**src/rtl/alu_operand_pairer_pkg.sv**
```systemverilog
// -----------------------------------------------------------------------------
// alu_pair_pkg
// Shared types for the ALU operand pairer: FSM state encoding and the
// INP_VALID patterns (bit 0 = OPA present, bit 1 = OPB present).
// -----------------------------------------------------------------------------
package alu_pair_pkg;

  typedef enum logic [1:0] {
    IDLE   = 2'b00,
    WAIT_A = 2'b01,
    WAIT_B = 2'b10,
    HOLD   = 2'b11
  } pair_state_t;

  localparam logic [1:0] IV_NONE = 2'b00;
  localparam logic [1:0] IV_A    = 2'b01;
  localparam logic [1:0] IV_B    = 2'b10;
  localparam logic [1:0] IV_AB   = 2'b11;

endpackage

```
**src/rtl/alu_operand_pairer_if.sv**
```systemverilog
// -----------------------------------------------------------------------------
// alu_operand_pairer_if
// Stimulus-side operand bus plus the paired-operation output handshake.
//   CE, INP_VALID, MODE, CMD, CIN, OPA, OPB : operand inputs to the pairer
//   in_ready                                 : pairer accepts inputs this cycle
//   out_valid/out_ready                      : paired-operation handshake
//   out_mode/out_cmd/out_cin/out_opa/out_opb : paired fields
//   ERR                                      : operation was formed by a timeout
// Modports: master = stimulus/ALU-core side, slave = the pairer.
// -----------------------------------------------------------------------------
interface alu_operand_pairer_if #(
  parameter int OP_WIDTH  = 8,
  parameter int CMD_WIDTH = 4
);
  logic                 CE;
  logic [1:0]           INP_VALID;
  logic                 MODE;
  logic [CMD_WIDTH-1:0] CMD;
  logic                 CIN;
  logic [OP_WIDTH-1:0]  OPA;
  logic [OP_WIDTH-1:0]  OPB;
  logic                 in_ready;
  logic                 out_valid;
  logic                 out_ready;
  logic                 out_mode;
  logic [CMD_WIDTH-1:0] out_cmd;
  logic                 out_cin;
  logic [OP_WIDTH-1:0]  out_opa;
  logic [OP_WIDTH-1:0]  out_opb;
  logic                 ERR;

  modport master (
    output CE, INP_VALID, MODE, CMD, CIN, OPA, OPB, out_ready,
    input  in_ready, out_valid, out_mode, out_cmd, out_cin, out_opa, out_opb, ERR
  );

  modport slave (
    input  CE, INP_VALID, MODE, CMD, CIN, OPA, OPB, out_ready,
    output in_ready, out_valid, out_mode, out_cmd, out_cin, out_opa, out_opb, ERR
  );
endinterface

```
**src/rtl/alu_operand_pairer_timer.sv**
```systemverilog
// -----------------------------------------------------------------------------
// alu_pair_timer
// Wait-window counter for the missing operand.
//   clk, rst : clock, synchronous active-high reset
//   clear    : restart the window (count to 0), has priority over inc
//   inc      : advance the count by one
//   expired  : count has reached TIMEOUT-1 (last cycle of the window)
// -----------------------------------------------------------------------------
module alu_pair_timer #(
  parameter int TIMEOUT = 16
) (
  input  logic clk,
  input  logic rst,
  input  logic clear,
  input  logic inc,
  output logic expired
);
  localparam int              CW   = $clog2(TIMEOUT);
  localparam logic [CW-1:0]   LAST = CW'(TIMEOUT - 1);

  logic [CW-1:0] count_q;
  logic [CW-1:0] count_d;

  // The owner never asserts inc once expired, so the count cannot wrap.
  always_comb begin
    count_d = count_q;
    if (clear)    count_d = '0;
    else if (inc) count_d = count_q + CW'(1);
  end

  always_ff @(posedge clk) begin
    if (rst) count_q <= '0;
    else     count_q <= count_d;
  end

  assign expired = (count_q == LAST);
endmodule

```
**src/rtl/alu_operand_pairer.sv**
```systemverilog
// -----------------------------------------------------------------------------
// alu_operand_pairer
// ALU front end: pairs OPA and OPB arriving on the same or different cycles,
// bounds the wait for the second operand to TIMEOUT CE-qualified cycles, and
// presents one registered operation over a valid/ready handshake.
// Ports:
//   CLK, RST      : clock, synchronous active-high reset (RST wins over all)
//   bus (slave)   : operand inputs, in_ready, output handshake and fields
//   timeout_count : (ALU_PAIR_TIMEOUT_CNT_EN only) saturating count of
//                   transfers that carried ERR=1
// Optional feature macro: ALU_PAIR_TIMEOUT_CNT_EN.
// -----------------------------------------------------------------------------
import alu_pair_pkg::*;

module alu_operand_pairer #(
  parameter int OP_WIDTH  = 8,
  parameter int CMD_WIDTH = 4,
  parameter int TIMEOUT   = 16
) (
  input  logic CLK,
  input  logic RST,
  alu_operand_pairer_if.slave bus
`ifdef ALU_PAIR_TIMEOUT_CNT_EN
  ,
  output logic [15:0] timeout_count
`endif
);
  pair_state_t          state_q, state_d;
  logic [OP_WIDTH-1:0]  opa_q, opb_q;
  logic [CMD_WIDTH-1:0] cmd_q;
  logic                 mode_q, cin_q, err_q;

  logic fresh, fresh_acc, wait_a_ce, wait_b_ce;
  logic cap_a, cap_b, cap_ctl, zero_a, zero_b;
  logic tmr_clr, tmr_inc, expired;

  alu_pair_timer #(.TIMEOUT(TIMEOUT)) u_timer (
    .clk    (CLK),
    .rst    (RST),
    .clear  (tmr_clr),
    .inc    (tmr_inc),
    .expired(expired)
  );

  // State register
  always_ff @(posedge CLK) begin
    if (RST) state_q <= IDLE;
    else     state_q <= state_d;
  end

  // Next-state logic. IDLE and a completing HOLD behave identically: both
  // route a newly accepted input straight to its destination.
  always_comb begin
    state_d = state_q;
    case (state_q)
      IDLE, HOLD: begin
        if (state_q == HOLD && !bus.out_ready) begin
          state_d = HOLD;
        end else if (bus.CE) begin
          case (bus.INP_VALID)
            IV_AB:   state_d = HOLD;
            IV_A:    state_d = WAIT_B;
            IV_B:    state_d = WAIT_A;
            default: state_d = IDLE;
          endcase
        end else begin
          state_d = IDLE;
        end
      end
      WAIT_B:  if (bus.CE && (bus.INP_VALID[1] || expired)) state_d = HOLD;
      WAIT_A:  if (bus.CE && (bus.INP_VALID[0] || expired)) state_d = HOLD;
      default: state_d = IDLE;
    endcase
  end

  // Output and datapath-control logic
  always_comb begin
    fresh     = (state_q == IDLE) || (state_q == HOLD && bus.out_ready);
    fresh_acc = fresh && bus.CE;
    wait_a_ce = (state_q == WAIT_A) && bus.CE;
    wait_b_ce = (state_q == WAIT_B) && bus.CE;

    cap_a   = (fresh_acc || wait_a_ce) && bus.INP_VALID[0];
    cap_b   = (fresh_acc || wait_b_ce) && bus.INP_VALID[1];
    // Control fields come only with the first capture; later ones are ignored.
    cap_ctl = fresh_acc && (bus.INP_VALID != IV_NONE);
    zero_a  = wait_a_ce && !bus.INP_VALID[0] && expired;
    zero_b  = wait_b_ce && !bus.INP_VALID[1] && expired;

    tmr_clr = fresh_acc;
    // A repeated first operand is not a completion and does not restart the window.
    tmr_inc = (wait_a_ce && !bus.INP_VALID[0] && !expired) ||
              (wait_b_ce && !bus.INP_VALID[1] && !expired);

    bus.in_ready  = (state_q != HOLD) || bus.out_ready;
    bus.out_valid = (state_q == HOLD);
  end

  // Captured operation fields; untouched while HOLD waits on out_ready.
  always_ff @(posedge CLK) begin
    if (RST) begin
      opa_q  <= '0;
      opb_q  <= '0;
      cmd_q  <= '0;
      mode_q <= 1'b0;
      cin_q  <= 1'b0;
      err_q  <= 1'b0;
    end else begin
      if (cap_a)       opa_q <= bus.OPA;
      else if (zero_a) opa_q <= '0;
      if (cap_b)       opb_q <= bus.OPB;
      else if (zero_b) opb_q <= '0;
      if (cap_ctl) begin
        mode_q <= bus.MODE;
        cmd_q  <= bus.CMD;
        cin_q  <= bus.CIN;
      end
      if (cap_a || cap_b || zero_a || zero_b) err_q <= zero_a || zero_b;
    end
  end

  assign bus.out_opa  = opa_q;
  assign bus.out_opb  = opb_q;
  assign bus.out_cmd  = cmd_q;
  assign bus.out_mode = mode_q;
  assign bus.out_cin  = cin_q;
  assign bus.ERR      = err_q && (state_q == HOLD);

`ifdef ALU_PAIR_TIMEOUT_CNT_EN
  logic [15:0] tcnt_q;
  logic        err_xfer;

  assign err_xfer = (state_q == HOLD) && bus.out_ready && err_q;

  always_ff @(posedge CLK) begin
    if (RST)                              tcnt_q <= '0;
    else if (err_xfer && tcnt_q != 16'hFFFF) tcnt_q <= tcnt_q + 16'd1;
  end

  assign timeout_count = tcnt_q;
`endif
endmodule

```
**src/flat_wrapper.sv**
```systemverilog
// flat-port wrapper written by rule: the top's interface ports become plain ports
module alu_operand_pairer_flat 
#(
  parameter int OP_WIDTH  = 8,
  parameter int CMD_WIDTH = 4,
  parameter int TIMEOUT   = 16
)
  (CLK, RST, bus_CE, bus_INP_VALID, bus_MODE, bus_CMD, bus_CIN, bus_OPA, bus_OPB, bus_out_ready, bus_in_ready, bus_out_valid, bus_out_mode, bus_out_cmd, bus_out_cin, bus_out_opa, bus_out_opb, bus_ERR);
  alu_operand_pairer_if #(.OP_WIDTH(OP_WIDTH), .CMD_WIDTH(CMD_WIDTH)) bus_i ();
  input  logic CLK;
  input  logic RST;
  input wire logic [$bits(bus_i.CE)-1:0] bus_CE;
  input wire logic [$bits(bus_i.INP_VALID)-1:0] bus_INP_VALID;
  input wire logic [$bits(bus_i.MODE)-1:0] bus_MODE;
  input wire logic [$bits(bus_i.CMD)-1:0] bus_CMD;
  input wire logic [$bits(bus_i.CIN)-1:0] bus_CIN;
  input wire logic [$bits(bus_i.OPA)-1:0] bus_OPA;
  input wire logic [$bits(bus_i.OPB)-1:0] bus_OPB;
  input wire logic [$bits(bus_i.out_ready)-1:0] bus_out_ready;
  output wire logic [$bits(bus_i.in_ready)-1:0] bus_in_ready;
  output wire logic [$bits(bus_i.out_valid)-1:0] bus_out_valid;
  output wire logic [$bits(bus_i.out_mode)-1:0] bus_out_mode;
  output wire logic [$bits(bus_i.out_cmd)-1:0] bus_out_cmd;
  output wire logic [$bits(bus_i.out_cin)-1:0] bus_out_cin;
  output wire logic [$bits(bus_i.out_opa)-1:0] bus_out_opa;
  output wire logic [$bits(bus_i.out_opb)-1:0] bus_out_opb;
  output wire logic [$bits(bus_i.ERR)-1:0] bus_ERR;
  assign bus_i.CE = bus_CE;
  assign bus_i.INP_VALID = bus_INP_VALID;
  assign bus_i.MODE = bus_MODE;
  assign bus_i.CMD = bus_CMD;
  assign bus_i.CIN = bus_CIN;
  assign bus_i.OPA = bus_OPA;
  assign bus_i.OPB = bus_OPB;
  assign bus_i.out_ready = bus_out_ready;
  assign bus_in_ready = bus_i.in_ready;
  assign bus_out_valid = bus_i.out_valid;
  assign bus_out_mode = bus_i.out_mode;
  assign bus_out_cmd = bus_i.out_cmd;
  assign bus_out_cin = bus_i.out_cin;
  assign bus_out_opa = bus_i.out_opa;
  assign bus_out_opb = bus_i.out_opb;
  assign bus_ERR = bus_i.ERR;
  alu_operand_pairer #(.OP_WIDTH(OP_WIDTH), .CMD_WIDTH(CMD_WIDTH), .TIMEOUT(TIMEOUT)) u_core (.CLK(CLK), .RST(RST), .bus(bus_i));
endmodule
```
**config.mk**
```make
export PLATFORM = sky130hd
export DESIGN_NAME = alu_operand_pairer_flat
export DESIGN_NICKNAME = d
export VERILOG_FILES = /design/src/rtl/alu_operand_pairer_pkg.sv /design/src/rtl/alu_operand_pairer_if.sv /design/src/rtl/alu_operand_pairer_timer.sv /design/src/rtl/alu_operand_pairer.sv /design/src/flat_wrapper.sv
export SDC_FILE = /design/constraint.sdc
export NUM_CORES = 1
export LEC_CHECK = 0
export CELL_PAD_IN_SITES_DETAIL_PLACEMENT = 1
export CELL_PAD_IN_SITES_GLOBAL_PLACEMENT = 2
export CORE_ASPECT_RATIO = 1.75
export CORE_MARGIN = 5
export CORE_UTILIZATION = 29
export DETAILED_ROUTE_END_ITERATION = 7
export PLACE_DENSITY_LB_ADDON = 0.25
export SLEW_MARGIN = 30
export SYNTH_ARGS = -nofsm -noshare
export SYNTH_HDL_FRONTEND = slang
export SYNTH_SLANG_ARGS = --single-unit
```
**constraint.sdc**
```tcl
create_clock -name CLK -period 2.27 [get_ports CLK]
set_clock_uncertainty 0.05 [all_clocks]
set_input_delay 0.454 -clock CLK [delete_from_list [all_inputs] [get_ports CLK]]
set_output_delay 0.454 -clock CLK [all_outputs]
set_load 0.1 [all_outputs]
```
==> results of run 1 <==
-- kinds of logic after synthesis --
| family | Yosys count | share of synthesized area |
|---|---|---|
| adders and majority gates | 5 | 0.0392 |
| DFF | 29 | 0.364 |
| muxes | 4 | 0.0267 |
| and+or+nand+nor | 37 | 0.115 |
| AOI/OAI and AO/OA | 54 | 0.354 |
| buffers and inverters | 34 | 0.101 |
-- power by group --
part	switching (W)	internal [W]
logic	0.000774	0.000351
registers	0.0000429	0.000577
clock network	0.000184	0.000240
-- registers in the layout, indices dropped and copies added (netlist names) --
name	count
u_core.bus.out_cmd	4
u_core.bus.out_mode	1
u_core.bus.out_cin	1
u_core.bus.out_opa	8
u_core.u_timer.count_q	4
u_core.bus.out_opb	8
u_core.state_q	2
u_core.err_q	1
-- stage by stage --
step	util	power [W]	cell area [µm²]	setup slack, ps	cells
floorplan	-	0.00148	1600	260	163
global placement	0.413	0.00174	2190	214	289
detailed placement	0.413	0.00177	2190	110	289
CTS	0.430	0.00220	2280	208	296
global route	0.430	0.00229	2280	187	296
finish	0.430	0.00217	2280	206	296
-- worst max-delay path: stages --
cell	delay [ps]
clkdlybuf4s50_1	520
or2b_2	390
buf_12	180
-- metal layers --
layer	wire length, µm	part of all wire	up-vias	track usage
met4	67	0.014	0	0.0494
met2	2650	0.56	37	0.267
met1	1730	0.37	683	0.150
li1	-	-	697	-
met3	292	0.062	5	0.0416
met5	0	0	-	0
-- layout by cell type (no fill, tap or decap), types with 3 or more instances in the layout --
| master | netlist | final |
|---|---|---|
| nand3_1 | 6 | 6 |
| nand2b_1 | 3 | 3 |
| ha_1 | 5 | 4 |
| a211oi_1 | 5 | 5 |
| a211oi_2 | 3 | 3 |
| dfxtp_1 | 29 | 29 |
| clkbuf_8 | 0 | 6 |
| o32ai_2 | 16 | 16 |
| buf_4 | 0 | 32 |
| clkdlybuf4s50_1 | 0 | 27 |
| buf_12 | 0 | 3 |
| inv_1 | 24 | 24 |
| a21oi_1 | 6 | 6 |
| o21ai_1 | 7 | 7 |
| nand2_1 | 18 | 18 |
| o211ai_1 | 3 | 3 |
-- area by class of cell --
| cell class | count | area [µm²] | share of cell area |
|---|---|---|---|
| clock buffers | 7 | 86.3 | 0.0379 |
| well taps | 74 | 92.6 | 0.0407 |
| flip-flops and latches | 29 | 581 | 0.255 |
| repair buffers | 62 | 571 | 0.251 |
| multi-input cells | 100 | 857 | 0.376 |
| inverters | 24 | 90.1 | 0.0396 |
-- worst min-delay path by stage --
stage                                        from                            endpoint  cells after the start
2_1_floorplan           u_core.err_q$_SDFFE_PP0P_           u_core.err_q$_SDFFE_PP0P_                      1
3_3_place_gp   u_core.bus.out_opa[1]$_SDFFE_PP0P_  u_core.bus.out_opa[1]$_SDFFE_PP0P_                      2
3_5_place_dp   u_core.bus.out_opb[4]$_SDFFE_PP0P_  u_core.bus.out_opb[4]$_SDFFE_PP0P_                      2
4_1_cts        u_core.bus.out_opb[5]$_SDFFE_PP0P_  u_core.bus.out_opb[5]$_SDFFE_PP0P_                      2
5_1_grt        u_core.bus.out_opa[4]$_SDFFE_PP0P_  u_core.bus.out_opa[4]$_SDFFE_PP0P_                      2
6_report       u_core.bus.out_opb[5]$_SDFFE_PP0P_  u_core.bus.out_opb[5]$_SDFFE_PP0P_                      2
==> results.sh, run 1 <==
export IMPL_outcome="complete, no violations"
export IMPL_yosysMostFrequentCell="dfxtp_1"
export IMPL_antenna_found_initial=0
export IMPL_antenna_left=0
export IMPL_synth_top_area_cell="dfxtp_1"
export IMPL_arrival_ps=1560
export IMPL_num_rows=35
export IMPL_min_period_ps=2060
export IMPL_end_kind="primary output"
export IMPL_hold_viol_final=0
export IMPL_place_congestion=0.799
export IMPL_syn_inst=163
export IMPL_cts_hold_buf=0
export IMPL_drt_initial_drc_count=56
export IMPL_cp_max_fo=5
export IMPL_startpoint="bus_out_ready"
export IMPL_ir_drop_uv=493
export IMPL_synthTopCellsByCount="29 x dfxtp_1, 24 x inv_1, 18 x nand2_1"
export IMPL_coreArea_mm2=0.00530
export IMPL_clockBufferDepth=2
export IMPL_io_pins=53
export IMPL_rsz0062_at_grt="no"
export IMPL_grt_pass1_wl_um=7940
export IMPL_worstPathRequired_ps=1770
export IMPL_drt_vias_per_instance=4.80
export IMPL_synth_seq_area_share=0.364
export IMPL_die_w_um=66.1
export IMPL_cts_root_buf="clkbuf_8"
export IMPL_cts_sinks=29
export IMPL_drc_errors=0
export IMPL_grt_use_total=0.144
export IMPL_ctsResizeCount=0
export IMPL_overflow=0
export IMPL_synth_avg_cell_area_um2=9.79
export IMPL_syn_nets=196
export IMPL_dp_final_hpwl_um=3830
export IMPL_critPathLaunchType="input pin"
export IMPL_dr_pass1_iters=2
export IMPL_cts_tree="done"
export IMPL_vias=1422
export IMPL_critPathCapture="bus_in_ready"
export IMPL_fill_cells=620
export IMPL_report_final_slew_viol_count=0
export IMPL_grt_start_max_net_pins=17
export IMPL_syn2layout_area_growth_pct=42.7
export IMPL_powerDensity_mw_per_mm2=953
export IMPL_htreeDepth=2
export IMPL_grt_pass1_vias=1599
export IMPL_leakage_nw=0.919
export IMPL_reg2reg_depth=5
export IMPL_final_setup_viol_count=0
export IMPL_synth_warnings=0
export IMPL_numCtsBuffers=5
export IMPL_drive_gt1_frac=0.311
export IMPL_setup_tns_ps=0
export IMPL_relSlewSlack=0.691
export IMPL_hold_path_class="reg -> reg"
export IMPL_max_freq_mhz=485
export IMPL_routed_wl_um=4740
export IMPL_portBuffers=52
export IMPL_syn_area_mm2=0.00160
export IMPL_nets=255
export IMPL_synth_ff_type="dfxtp_1"
export IMPL_wl_per_cell_um=16.0
export IMPL_worstReg2RegEnd="u_core.state_q[1]$_SDFFE_PP0P_"
export IMPL_clk_pin_slew_worst_paths_ps=60
export IMPL_fin_crit_sh=0.909
export IMPL_ys_seq_elements=29
export IMPL_diodes=0
export IMPL_worst_setup_path_type="in -> out"
export IMPL_synth_cell_types=37
export IMPL_async_flop_share=0
export IMPL_synth_top_area_frac=0.364
export IMPL_cts_setup_buffers=0
export IMPL_die_h_um=108
export IMPL_r2r_start="u_core.state_q[0]$_SDFFE_PP0P_"
export IMPL_drv_cap=0
export IMPL_initial_core_util=0.301
export IMPL_synth_area_top_cells="dfxtp_1 36%, o32ai_2 16%, inv_1 5.6%"
export IMPL_tightest_slew_ps=461
export IMPL_timing_hold_ws_ps=432
export IMPL_synth_edf_count=0
export IMPL_worst_r2r_setup_slack_ps=490
export IMPL_die_area_mm2=0.00714
export IMPL_clk_latency_ps=270
Note: power is estimated with default switching activity, not from simulation.
==> run 2, diff against run 1 <==
CTS_CLUSTER_DIAMETER = 150   (was unset)
==> results of run 2 <==
No change in the layout: final DEF, timing and power equal those of run 1.
==> run 3, diff against run 2 <==
CORE_ASPECT_RATIO = 1.1   (was 1.75)
CORE_MARGIN = 2   (was 5)
PLACE_DENSITY = 0.88   (was unset)
PLACE_DENSITY_LB_ADDON = unset   (was 0.25)
==> run 3 against run 2 <==
- first-iteration DRC count increased by 7.1%
- sequential share of layout area decreased by 0.18 points
- wire length decreased by 13%
- combinational power about the same
- flip-flop and latch count unchanged
- die area decreased by 14%
- non-clock buffer count decreased by 2
==> results.sh, run 3 (synthesized netlist as in run 1, its figures left out) <==
export IMPL_outcome="complete, no violations"
export IMPL_ctsResizeCount=0
export IMPL_io_pins=53
export IMPL_numCtsBuffers=5
export IMPL_powerDensity_mw_per_mm2=998
export IMPL_overflow=0
export IMPL_antenna_found_initial=0
export IMPL_startpoint="bus_out_ready"
export IMPL_drt_vias_per_instance=4.83
export IMPL_mostFrequentLayoutCell="buf_4"
export IMPL_coreArea_mm2=0.00536
export IMPL_diodes=0
export IMPL_hold_viol_final=0
export IMPL_cpMaxStageDelayCell="clkdlybuf4s50_1"
export IMPL_htreeDepth=2
export IMPL_die_h_um=81.8
export IMPL_clk_latency_ps=280
export IMPL_drt_initial_drc_count=60
export IMPL_routed_wl_um=4110
export IMPL_cp_max_fo=5
export IMPL_fin_crit_sh=0.911
export IMPL_ir_drop_uv=465
export IMPL_timing_hold_ws_ps=429
export IMPL_portBuffers=52
export IMPL_relSlewSlack=0.679
export IMPL_vias=1430
export IMPL_hold_path_class="reg -> reg"
export IMPL_arrival_ps=1560
export IMPL_end_kind="primary output"
export IMPL_grt_pass1_wl_um=6560
export IMPL_syn2layout_area_growth_pct=43.8
export IMPL_die_area_mm2=0.00611
export IMPL_leakage_nw=0.923
export IMPL_final_setup_viol_count=0
export IMPL_tightest_slew_ps=478
export IMPL_min_period_ps=2070
export IMPL_r2r_start="u_core.state_q[1]$_SDFFE_PP0P_"
export IMPL_drive_gt1_frac=0.308
export IMPL_cts_tree="done"
export IMPL_place_congestion=0.818
export IMPL_nets=253
export IMPL_rsz0062_at_grt="no"
export IMPL_final_cell_mix="30 x buf_4, 29 x dfxtp_1, 27 x clkdlybuf4s50_1"
export IMPL_cts_root_buf="clkbuf_8"
export IMPL_timing_critical_path_cells="clkdlybuf4s50_1 > or2b_2 > buf_12"
export IMPL_critPathLaunchType="input pin"
export IMPL_grt_use_total=0.141
export IMPL_hold_start="u_core.bus.out_opa[7]$_SDFFE_PP0P_"
export IMPL_clockBufferDepth=2
export IMPL_dp_final_hpwl_um=3160
export IMPL_wl_per_cell_um=13.9
export IMPL_initial_core_util=0.298
export IMPL_drc_errors=0
export IMPL_cp_top_family="buffers and inverters"
export IMPL_report_final_slew_viol_count=0
export IMPL_max_freq_mhz=483
export IMPL_setup_tns_ps=0
export IMPL_grt_pass1_vias=1365
export IMPL_instances_no_fill=296
export IMPL_cts_sinks=29
export IMPL_cpPeakStageDelay_ps=530
export IMPL_num_rows=28
export IMPL_worst_setup_path_type="in -> out"
export IMPL_dr_pass1_iters=4
export IMPL_cts_setup_buffers=0
export IMPL_cts_hold_buf=0
export IMPL_grt_start_max_net_pins=29
export IMPL_worstPathRequired_ps=1770
export IMPL_drv_cap=0
export IMPL_cp_num_buf_inv=2
export IMPL_clk_pin_slew_worst_paths_ps=60
export IMPL_die_w_um=74.7
export IMPL_antenna_left=0
export IMPL_place_inst=288
[run 3: cell count changes in the layout (fill, tap and decap cells not counted)]
cell / delta
buf_4: -2
bufinv_16: +1
[run 3: path summary, 6_finish.rpt]
| path | cells past startpoint | to | slack, ps |
|---|---|---|---|
| hold reg to reg | 2 | u_core.bus.out_opa[7]$_SDFFE_PP0P_ | 430 |
| setup / recovery | 3 | bus_in_ready | 200 |
| hold / removal | 2 | u_core.bus.out_opa[7]$_SDFFE_PP0P_ | 430 |
| setup reg to reg | 6 | u_core.u_timer.count_q[0]$_SDFFE_PP0P_ | 570 |
[run 3: power breakdown]
group          total [W]  internal, W  switching (W)
Combinational    0.00111     0.000353       0.000756
Clock           0.000560     0.000358       0.000203
Sequential      0.000618     0.000577      0.0000416
Total            0.00229      0.00129        0.00100
[run 3: cell type report]
class,instances,area [µm²]
Fill cell,618,3070
Multi-Input combinational cell,100,857
Sequential cell,29,581
Timing Repair Buffer,60,556
Tap cell,75,93.8
Inverter,24,90.1
Clock buffer,7,86.3
Clock inverter,1,30.0
[run 3: worst min-delay path, stage by stage, from the launching register on]
cell     delay [ps]
dfxtp_1         310
nand2_1          60
o32ai_2          60
[run 3: stage by stage]
| stage | power, W | instance area (µm²) | worst slack (ps) | util |
|---|---|---|---|---|
| finish | 0.00229 | 2290 | 202 | 0.428 |
| global route | 0.00241 | 2290 | 165 | 0.428 |
| CTS | 0.00231 | 2290 | 198 | 0.428 |
| detailed placement | 0.00175 | 2180 | 71.7 | 0.406 |
| global placement | 0.00174 | 2180 | 122 | 0.406 |
| floorplan | 0.00148 | 1600 | 260 | - |
[run 3: routing by layer]
metal,up-vias,GRT usage,wire (µm),share of wire
li1,699,-,-,-
met1,691,0.177,1860,0.45
met2,37,0.236,2010,0.49
met3,3,0.0380,200,0.049
met4,0,0.0375,38,0.0092
met5,-,0,0,0
